--- config.mk ---
export PLATFORM = sky130hd
export DESIGN_NAME = prefetch_unit
export DESIGN_NICKNAME = d
export VERILOG_FILES = /design/src/rtl/prefetch_unit.sv
export SDC_FILE = /design/constraint.sdc
export NUM_CORES = 1
export LEC_CHECK = 0
export CAP_MARGIN = 10
export CORE_MARGIN = 1.5
export CORE_UTILIZATION = 56
export DETAILED_ROUTE_END_ITERATION = 8
export MAX_ROUTING_LAYER = met4
export PLACE_DENSITY = 0.85
export SLEW_MARGIN = 10
export SYNTH_ARGS = -nofsm -noshare
export SYNTH_HDL_FRONTEND = slang
export SYNTH_SLANG_ARGS = --single-unit
--- constraint.sdc ---
create_clock -name f_clk -period 4.1 [get_ports f_clk]
set_clock_uncertainty 0.15 [all_clocks]
set_input_delay 0.82 -clock f_clk [delete_from_list [all_inputs] [get_ports f_clk]]
set_output_delay 0.82 -clock f_clk [all_outputs]
set_load 0.005 [all_outputs]
--- src/rtl/prefetch_unit.sv ---
// Instruction fetch unit: PC sequencing, 1-cycle imem reads, QDEPTH prefetch FIFO.
// Optional RUN-cycle counter on cycle_count when FETCH_CYCLE_CNT_EN is defined.
module prefetch_unit #(
  parameter int PC_W    = 8,
  parameter int INSTR_W = 9,
  parameter int QDEPTH  = 4
) (
  input  logic               f_clk,
  input  logic               f_rst_n,
  input  logic               start,
  input  logic [PC_W-1:0]    start_addr,
  input  logic               redirect,
  input  logic [PC_W-1:0]    redirect_target,
  input  logic               halt,
  output logic               imem_rd,
  output logic [PC_W-1:0]    imem_addr,
  input  logic [INSTR_W-1:0] imem_data,
  output logic               dec_valid,
  output logic [INSTR_W-1:0] dec_instr,
  output logic [PC_W-1:0]    dec_pc,
  input  logic               dec_ready,
  output logic               running,
  output logic [31:0]        cycle_count
);

  localparam int CW = $clog2(QDEPTH + 1);
  localparam int PW = (QDEPTH > 1) ? $clog2(QDEPTH) : 1;

  typedef enum logic [1:0] {
    S_IDLE,
    S_RUN,
    S_HALT
  } state_e;

  state_e              state_q, state_d;
  logic [PC_W-1:0]     pc_q, pc_d;
  logic [PC_W-1:0]     req_pc_q;
  logic                inflight_q;
  logic [CW-1:0]       cnt_q, cnt_d;
  logic [PW-1:0]       wptr_q, wptr_d;
  logic [PW-1:0]       rptr_q, rptr_d;
  logic [INSTR_W-1:0]  instr_q [QDEPTH];
  logic [PC_W-1:0]     ipc_q [QDEPTH];
  logic [CW:0]         occ;
  logic                flush, push, pop;

  function automatic logic [PW-1:0] inc(input logic [PW-1:0] p);
    return (p == PW'(QDEPTH - 1)) ? '0 : p + PW'(1);
  endfunction

  // Outstanding read counts against space so the queue can never overflow
  assign occ   = {1'b0, cnt_q} + {{CW{1'b0}}, inflight_q};
  assign flush = start | (redirect & (state_q != S_IDLE));
  assign push  = inflight_q & ~flush;
  assign pop   = dec_valid & dec_ready & ~flush;

  assign imem_rd = (state_q == S_RUN) & ~halt & ~start & ~redirect
                 & (occ < (CW+1)'(QDEPTH));
  assign imem_addr = pc_q;
  assign running   = (state_q != S_IDLE);

  assign dec_valid = (cnt_q != '0);
  assign dec_instr = dec_valid ? instr_q[rptr_q] : '0;
  assign dec_pc    = dec_valid ? ipc_q[rptr_q] : '0;

  always_comb begin
    state_d = state_q;
    pc_d    = pc_q;
    cnt_d   = cnt_q;
    wptr_d  = wptr_q;
    rptr_d  = rptr_q;
    if (start) begin
      state_d = S_RUN;
      pc_d    = start_addr;
    end else begin
      unique case (state_q)
        S_RUN:   if (!redirect && halt) state_d = S_HALT;
        S_HALT:  if (!redirect && !halt) state_d = S_RUN;
        default: state_d = state_q;
      endcase
      if (flush) pc_d = redirect_target;
      else if (imem_rd) pc_d = pc_q + PC_W'(1);
    end
    if (flush) begin
      cnt_d  = '0;
      wptr_d = '0;
      rptr_d = '0;
    end else begin
      if (push) wptr_d = inc(wptr_q);
      if (pop) rptr_d = inc(rptr_q);
      unique case ({push, pop})
        2'b10:   cnt_d = cnt_q + CW'(1);
        2'b01:   cnt_d = cnt_q - CW'(1);
        default: cnt_d = cnt_q;
      endcase
    end
  end

  always_ff @(posedge f_clk or negedge f_rst_n) begin
    if (!f_rst_n) begin
      state_q    <= S_IDLE;
      pc_q       <= '0;
      req_pc_q   <= '0;
      inflight_q <= 1'b0;
      cnt_q      <= '0;
      wptr_q     <= '0;
      rptr_q     <= '0;
      for (int i = 0; i < QDEPTH; i++) begin
        instr_q[i] <= '0;
        ipc_q[i]   <= '0;
      end
    end else begin
      state_q    <= state_d;
      pc_q       <= pc_d;
      inflight_q <= imem_rd;
      cnt_q      <= cnt_d;
      wptr_q     <= wptr_d;
      rptr_q     <= rptr_d;
      if (imem_rd) req_pc_q <= pc_q;
      if (push) begin
        instr_q[wptr_q] <= imem_data;
        ipc_q[wptr_q]   <= req_pc_q;
      end
    end
  end

`ifdef FETCH_CYCLE_CNT_EN
  logic [31:0] cc_q;

  always_ff @(posedge f_clk or negedge f_rst_n) begin
    if (!f_rst_n) cc_q <= '0;
    else if (start) cc_q <= '0;
    else if (state_q == S_RUN) cc_q <= cc_q + 32'd1;
  end

  assign cycle_count = cc_q;
`else
  assign cycle_count = '0;
`endif

endmodule

==> results.yml, run 1 <==
worst_setup_path:
  critPathCaptureType: "output port"
  path_max_fanout: 16
  critPathBufInv: 2
  critPathLaunchType: "flip-flop"
  r2r-end: "cnt_q[2]$_DFFE_PN0P_"
  reg2regPathDepth: 7
  regToRegSetupSlack_ns: 1.44
  worstSetupPathType: "reg2out"
  cp.arrival_ns: 2.45
  crit_slowest_cell: "mux4_2"
  required_ns: 3.13
  critPathMaxStageDelay_ns: 0.56
  crit_chain: "buf_4, mux4_2, and2_1, clkdlybuf4s50_1"
  r2r_start: "cnt_q[0]$_DFFE_PN0P_"
  path_delay_family: "buffers and inverters"
synthesis:
  synthCells: 376
  avgSynthCellArea_um2: 12.8
  ys_top_cells_by_area: "dfrtp_1 (49%), mux2_2 (15%), mux4_2 (7.9%), buf_4 (5.5%), nand2_1 (2.7%)"
  ys_types: 44
  synth_edf_count: 0
  yosys.area.top_type: "dfrtp_1"
  yosysSeqAreaShare_pct: 48.8
  async_flop_share_pct: 100
  synth_top_area_share_pct: 48.8
  ys_dominant_reg_cell: "dfrtp_1"
  yosys_register_bits: 94
  synth_area_um2: 4820
  yosysWarnings: 0
sta:
  tightest_slew_ns: 0.914
  hold_viol: 0
  min_period_over_period_pct: 83.3
  slew_viol_final: 0
  setup_viol: 0
  fmax_mhz: 293
  period_minus_slack_ns: 3.42
  fin_tns_setup_ns: 0
  relSlewSlack_pct: 39.1
  grt_setup_unrepaired: "no"
flow_run:
  maxCapViolCount: 0
placement:
  io_buffers: 58
  dp.final_hpwl_mm: 5.78
  dpl_cell_area_um2: 5320
  post-place-cells: 526
  routabilityCongestion: 0.811
global_routing:
  grt_pass1_wl_mm: 14.6
  overflow: 0
  grt_antenna_before_repair: 0
  grt_usage_pct: 22.0
  grt_max_degree: 95
  grt_pass1_vias: 3017
clocking:
  clkLatencyLatePin_ns: 0.36
  postCtsHoldBufs: 0
  postCtsSetupBuffers: 0
  clk_pin_slew_worst_paths_ns: 0.09
  cts_tree: "built"
  htree_levels: 3
  cts_root_buffer: "clkbuf_8"
  cts_sinks: 94
  clockBufferDepth: 2
  ctsResizeCount: 0
  cts_buffers: 9
pwr:
  vdd_drop_max_uv: 195
  leakagePower_nw: 2.62
  power_density_nw_per_um2: 392
  design_power_total_mw: 2.18
floorplanning:
  io_pins: 91
  fp.dieH_um: 95.7
  rows: 33
  core_area_um2: 8260
  start_util_pct: 58.3
  dieWidth_um: 95.7
  die_area_um2: 9170
final_layout:
  drive_above_1_share_pct: 26.8
  diodes: 0
  fin_util_pct: 67.5
  stdcell_count: 542
  layout_commonest_cell: "dfrtp_1"
  mostFrequentLayoutCells: "dfrtp_1 (94), mux2_2 (64), clkdlybuf4s50_1 (57)"
  final_area_um2: 5570
  synthToLayoutAreaGrowth_pct: 15.6
  finalNetCount: 470
drt:
  drtAntennaViolNets: 0
  wl_mm: 8.90
  vias: 2928
  routed_via_density: 5.40
  drtIter0Drc: 94
  detail_route.first_pass.iterations: 4
  drcViolationCount: 0
  wire_per_inst_um: 16.4
run_status:
  status: "completed"
worst_hold_path:
  min_path_type: "in2async"
==> cells by family after synthesis <==
logic type / count (synthesis) / share of synthesized area, %
simple gates: 98 / 11.5
flops: 94 / 48.8
mux: 89 / 25.0
buf+inv: 54 / 7.79
compound gates: 27 / 3.56
fa+ha+maj: 7 / 1.97
xor+xnor: 6 / 1.25
other cells: 1 / 0.0778
==> sequential cells by signal (all words and copies together), names as in the netlist <==
| register | count |
|---|---|
| cnt_q | 3 |
| imem_addr | 8 |
| inflight_q | 1 |
| instr_q | 36 |
| ipc_q | 32 |
| req_pc_q | 8 |
| rptr_q | 2 |
| state_q | 2 |
| wptr_q | 2 |
==> worst reg2reg max path, cell delays in order, from the launching register on <==
cell and delay [ns]:
dfrtp_1 0.44, or3_1 0.72, nand2_4 0.27, nor3_1 0.08, fa_1 0.40, nor3_1 0.24, o21ai_0 0.12, nor3b_1 0.14
==> stage by stage <==
step	hold slack (ns)	setup WS (ns)
CTS	0.357	0.652
global placement	0.332	0.772
finish	0.357	0.684
floorplan	0.324	1.40
global route	0.373	0.569
detailed placement	0.338	0.743
==> report_power, final <==
part | total [mW] | leakage, nW | switching [mW] | internal [mW]
Clock | 0.707 | 0.123 | 0.312 | 0.395
Combinational | 0.352 | 1.24 | 0.140 | 0.212
Sequential | 1.12 | 1.26 | 0.0945 | 1.03
Total | 2.18 | 2.62 | 0.547 | 1.64
==> worst max-delay path by stage <==
stage                           endpoint  cells after the start  slack [ns]                  start
floorplan           cnt_q[2]$_DFFE_PN0P_                      8        1.40                  start
global placement                 imem_rd                      5        0.77               redirect
detailed placement               imem_rd                      5        0.74               redirect
CTS                            dec_pc[7]                      4        0.65  rptr_q[0]$_DFFE_PN0P_
global route                dec_instr[1]                      4        0.57  rptr_q[0]$_DFFE_PN0P_
finish                         dec_pc[7]                      4        0.68  rptr_q[0]$_DFFE_PN0P_
==> metal layers <==
layer	up-vias	GRT usage [%]	routed length, um
li1	1374	-	-
met5	-	-	0
met4	0	7.84	201
met1	1461	27.1	3900
met2	79	36.3	4440
met3	14	4.19	349
==> final cells by class <==
class / instances / area [um^2]
fillers: 641 / 2690
flip-flops and latches: 94 / 2350
multi-input cells: 259 / 2210
repair buffers: 63 / 619
clock buffers: 12 / 165
well taps: 105 / 131
clock inverters: 4 / 77.6
inverters: 5 / 18.8
==> Yosys cell counts (2+ instances only) <==
cell type  instances
a211oi_1           3
a21oi_1            9
and2_1            18
buf_2              3
buf_4             35
buf_6              5
clkbuf_1           6
dfrtp_1           94
ha_1               6
inv_1              5
mux2_2            64
mux2_4             4
mux2i_1            4
mux4_2            17
nand2_1           35
nand2b_1           3
nand3_1            3
nand3_4            4
nor2_1            12
nor2b_1            2
nor3_1             8
nor3b_1            2
o21ai_0            7
o221ai_1           2
or3_1              2
xnor2_1            5
Note: power is estimated with default switching activity, not from simulation.
==> inputs of run 2 (changes only) <==
--- a/config.mk
+++ b/config.mk
@@ -7,10 +7,10 @@
 export LEC_CHECK = 0
 export CAP_MARGIN = 10
 export CORE_MARGIN = 1.5
-export CORE_UTILIZATION = 56
+export CORE_UTILIZATION = 47
 export DETAILED_ROUTE_END_ITERATION = 8
 export MAX_ROUTING_LAYER = met4
-export PLACE_DENSITY = 0.85
+export PLACE_DENSITY = 0.76
 export SLEW_MARGIN = 10
 export SYNTH_ARGS = -nofsm -noshare
 export SYNTH_HDL_FRONTEND = slang
==> constraint.sdc (replaced) <==
create_clock -name f_clk -period 2.8 [get_ports f_clk]
set_clock_uncertainty 0.15 [all_clocks]
set_input_delay 0.56 -clock f_clk [delete_from_list [all_inputs] [get_ports f_clk]]
set_output_delay 0.56 -clock f_clk [all_outputs]
set_load 0.005 [all_outputs]
==> run 2 against run 1 <==
Die area increased by 19%. Register-to-register slack got worse by 0.97 ns. Global-route usage decreased by 3.6 points. Setup slack worse by 0.52 ns. Clock power is 17% higher. Non-clock buffer count is 11 higher. Critical endpoint is now dec_pc[4].
==> results.yml, run 2 (synthesis results as in run 1) <==
pwr:
  power_density_nw_per_um2: 531
  vdd_drop_max_uv: 261
  leakagePower_nw: 2.75
floorplanning:
  io_pins: 91
  start_util_pct: 48.8
  rows: 36
  die_area_um2: 10900
  fp.dieH_um: 104
  core_area_um2: 9860
  dieWidth_um: 104
placement:
  dpl_cell_area_um2: 5450
  dp.final_hpwl_mm: 6.17
  routabilityCongestion: 0.862
  post-place-cells: 564
  io_buffers: 58
  dp_worst_setup_slack_ns: 0.000520
sta:
  period_minus_slack_ns: 2.63
  setup_viol: 0
  relSlewSlack_pct: 56.8
  min_period_over_period_pct: 94.0
  fin_tns_setup_ns: 0
  tightest_slew_ns: 0.648
  fin_ws_ns: 0.167
  fmax_mhz: 380
  hold_viol: 0
  grt_setup_unrepaired: "no"
  slew_viol_final: 0
global_routing:
  grt_usage_pct: 18.4
  grt_pass1_wl_mm: 15.3
  grt_max_degree: 52
  grt_pass1_vias: 3083
  grt_antenna_before_repair: 0
  overflow: 0
final_layout:
  reg_top3: "instr_q: 36 flops, ipc_q: 32 flops"
  synthToLayoutAreaGrowth_pct: 16.8
  diodes: 0
  drive_above_1_share_pct: 28.8
  stdcell_count: 581
  finalNetCount: 481
  layout_commonest_cell: "dfrtp_1"
  mostFrequentLayoutCells: "dfrtp_1 (94), mux2_2 (64), clkdlybuf4s50_1 (38)"
  final_area_um2: 5630
  largest_reg_flops: 36
  largest_register: "instr_q"
clocking:
  postCtsHoldBufs: 0
  clkLatencyLatePin_ns: 0.36
  clockBufferDepth: 2
  cts_tree: "built"
  htree_levels: 3
  cts_buffers: 9
  clk_pin_slew_worst_paths_ns: 0.10
  cts_sinks: 94
  cts_root_buffer: "clkbuf_8"
worst_setup_path:
  path_max_fanout: 17
  critPathCaptureType: "output port"
  cp.arrival_ns: 1.92
  regToRegSetupSlack_ns: 0.47
  worstSetupPathType: "reg2out"
  critPathLaunchType: "flip-flop"
  required_ns: 2.09
drt:
  wl_mm: 9.06
  drtIter0Drc: 91
  detail_route.first_pass.iterations: 4
  wire_per_inst_um: 15.6
  vias: 2953
  drtAntennaViolNets: 0
  routed_via_density: 5.08
  drcViolationCount: 0
run_status:
  status: "completed"
flow_run:
  maxCapViolCount: 0
worst_hold_path:
  min_path_type: "in2async"
==> run 2: changes by cell type in the layout (fill, tap and decap cells not counted), sizes merged <==
| cell | before | now |
|---|---|---|
| clkinvlp | 0 | 2 |
| inv | 5 | 6 |
| dlymetal6s2s | 0 | 2 |
| clkbuf | 12 | 10 |
| clkinv | 2 | 3 |
| buf | 6 | 17 |
| dlygate4sd2 | 0 | 17 |
| clkdlybuf4s50 | 57 | 38 |
| bufinv | 2 | 0 |
==> run 2: area by class of cell <==
class	instances	area, um^2
timing repair buffer	74	694
inverter	5	18.8
fill	849	4240
clock buffer	10	138
multi-input combinational	259	2210
tap	133	166
clock inverter	6	46.3
sequential	94	2350
==> run 2: critical path: stages, from the launching register on <==
cell           delay (ns)
dfrtp_1              0.40
buf_12               0.20
mux4_2               0.53
and2_1               0.17
dlygate4sd2_1        0.25
==> run 2: path summary, 6_finish.rpt <==
| check | from | to | cells after the start |
|---|---|---|---|
| max | rptr_q[0]$_DFFE_PN0P_ | dec_pc[4] | 4 |
| min | f_rst_n | instr_q[27]$_DFFE_PN0P_ | 1 |
| max reg2reg | cnt_q[0]$_DFFE_PN0P_ | cnt_q[2]$_DFFE_PN0P_ | 8 |
| min reg2reg | instr_q[16]$_DFFE_PN0P_ | instr_q[16]$_DFFE_PN0P_ | 1 |
| max in group asynchronous | f_rst_n | instr_q[16]$_DFFE_PN0P_ | 2 |
| min in group f_clk | instr_q[16]$_DFFE_PN0P_ | instr_q[16]$_DFFE_PN0P_ | 1 |
==> run 2: stage by stage <==
stage,hold WS [ns],util (%),total power [mW]
floorplan,0.114,-,1.99
global placement,0.332,55.2,2.17
detailed placement,0.339,55.2,2.20
CTS,0.0736,57.0,3.03
global route,0.0989,57.1,3.17
finish,0.0464,57.1,2.99
==> run 2: power breakdown <==
group	switching, mW	internal [mW]
combinational	0.211	0.313
sequential	0.133	1.51
clock	0.477	0.351
total	0.820	2.17
==> run 2: what timing repair did <==
item                                   4_1_cts  5_1_grt
pin swaps                                    0        2
resized for setup                           18        2
endpoints found under the hold margin        0        0
setup endpoints to repair                   18        1
buffers inserted                             1        0
==> run 2: per-layer routing <==
layer	wire length, um	GRT usage [%]
met1	4130	23.5
met2	4400	29.2
met3	387	4.01
met4	142	6.25
met5	0	-
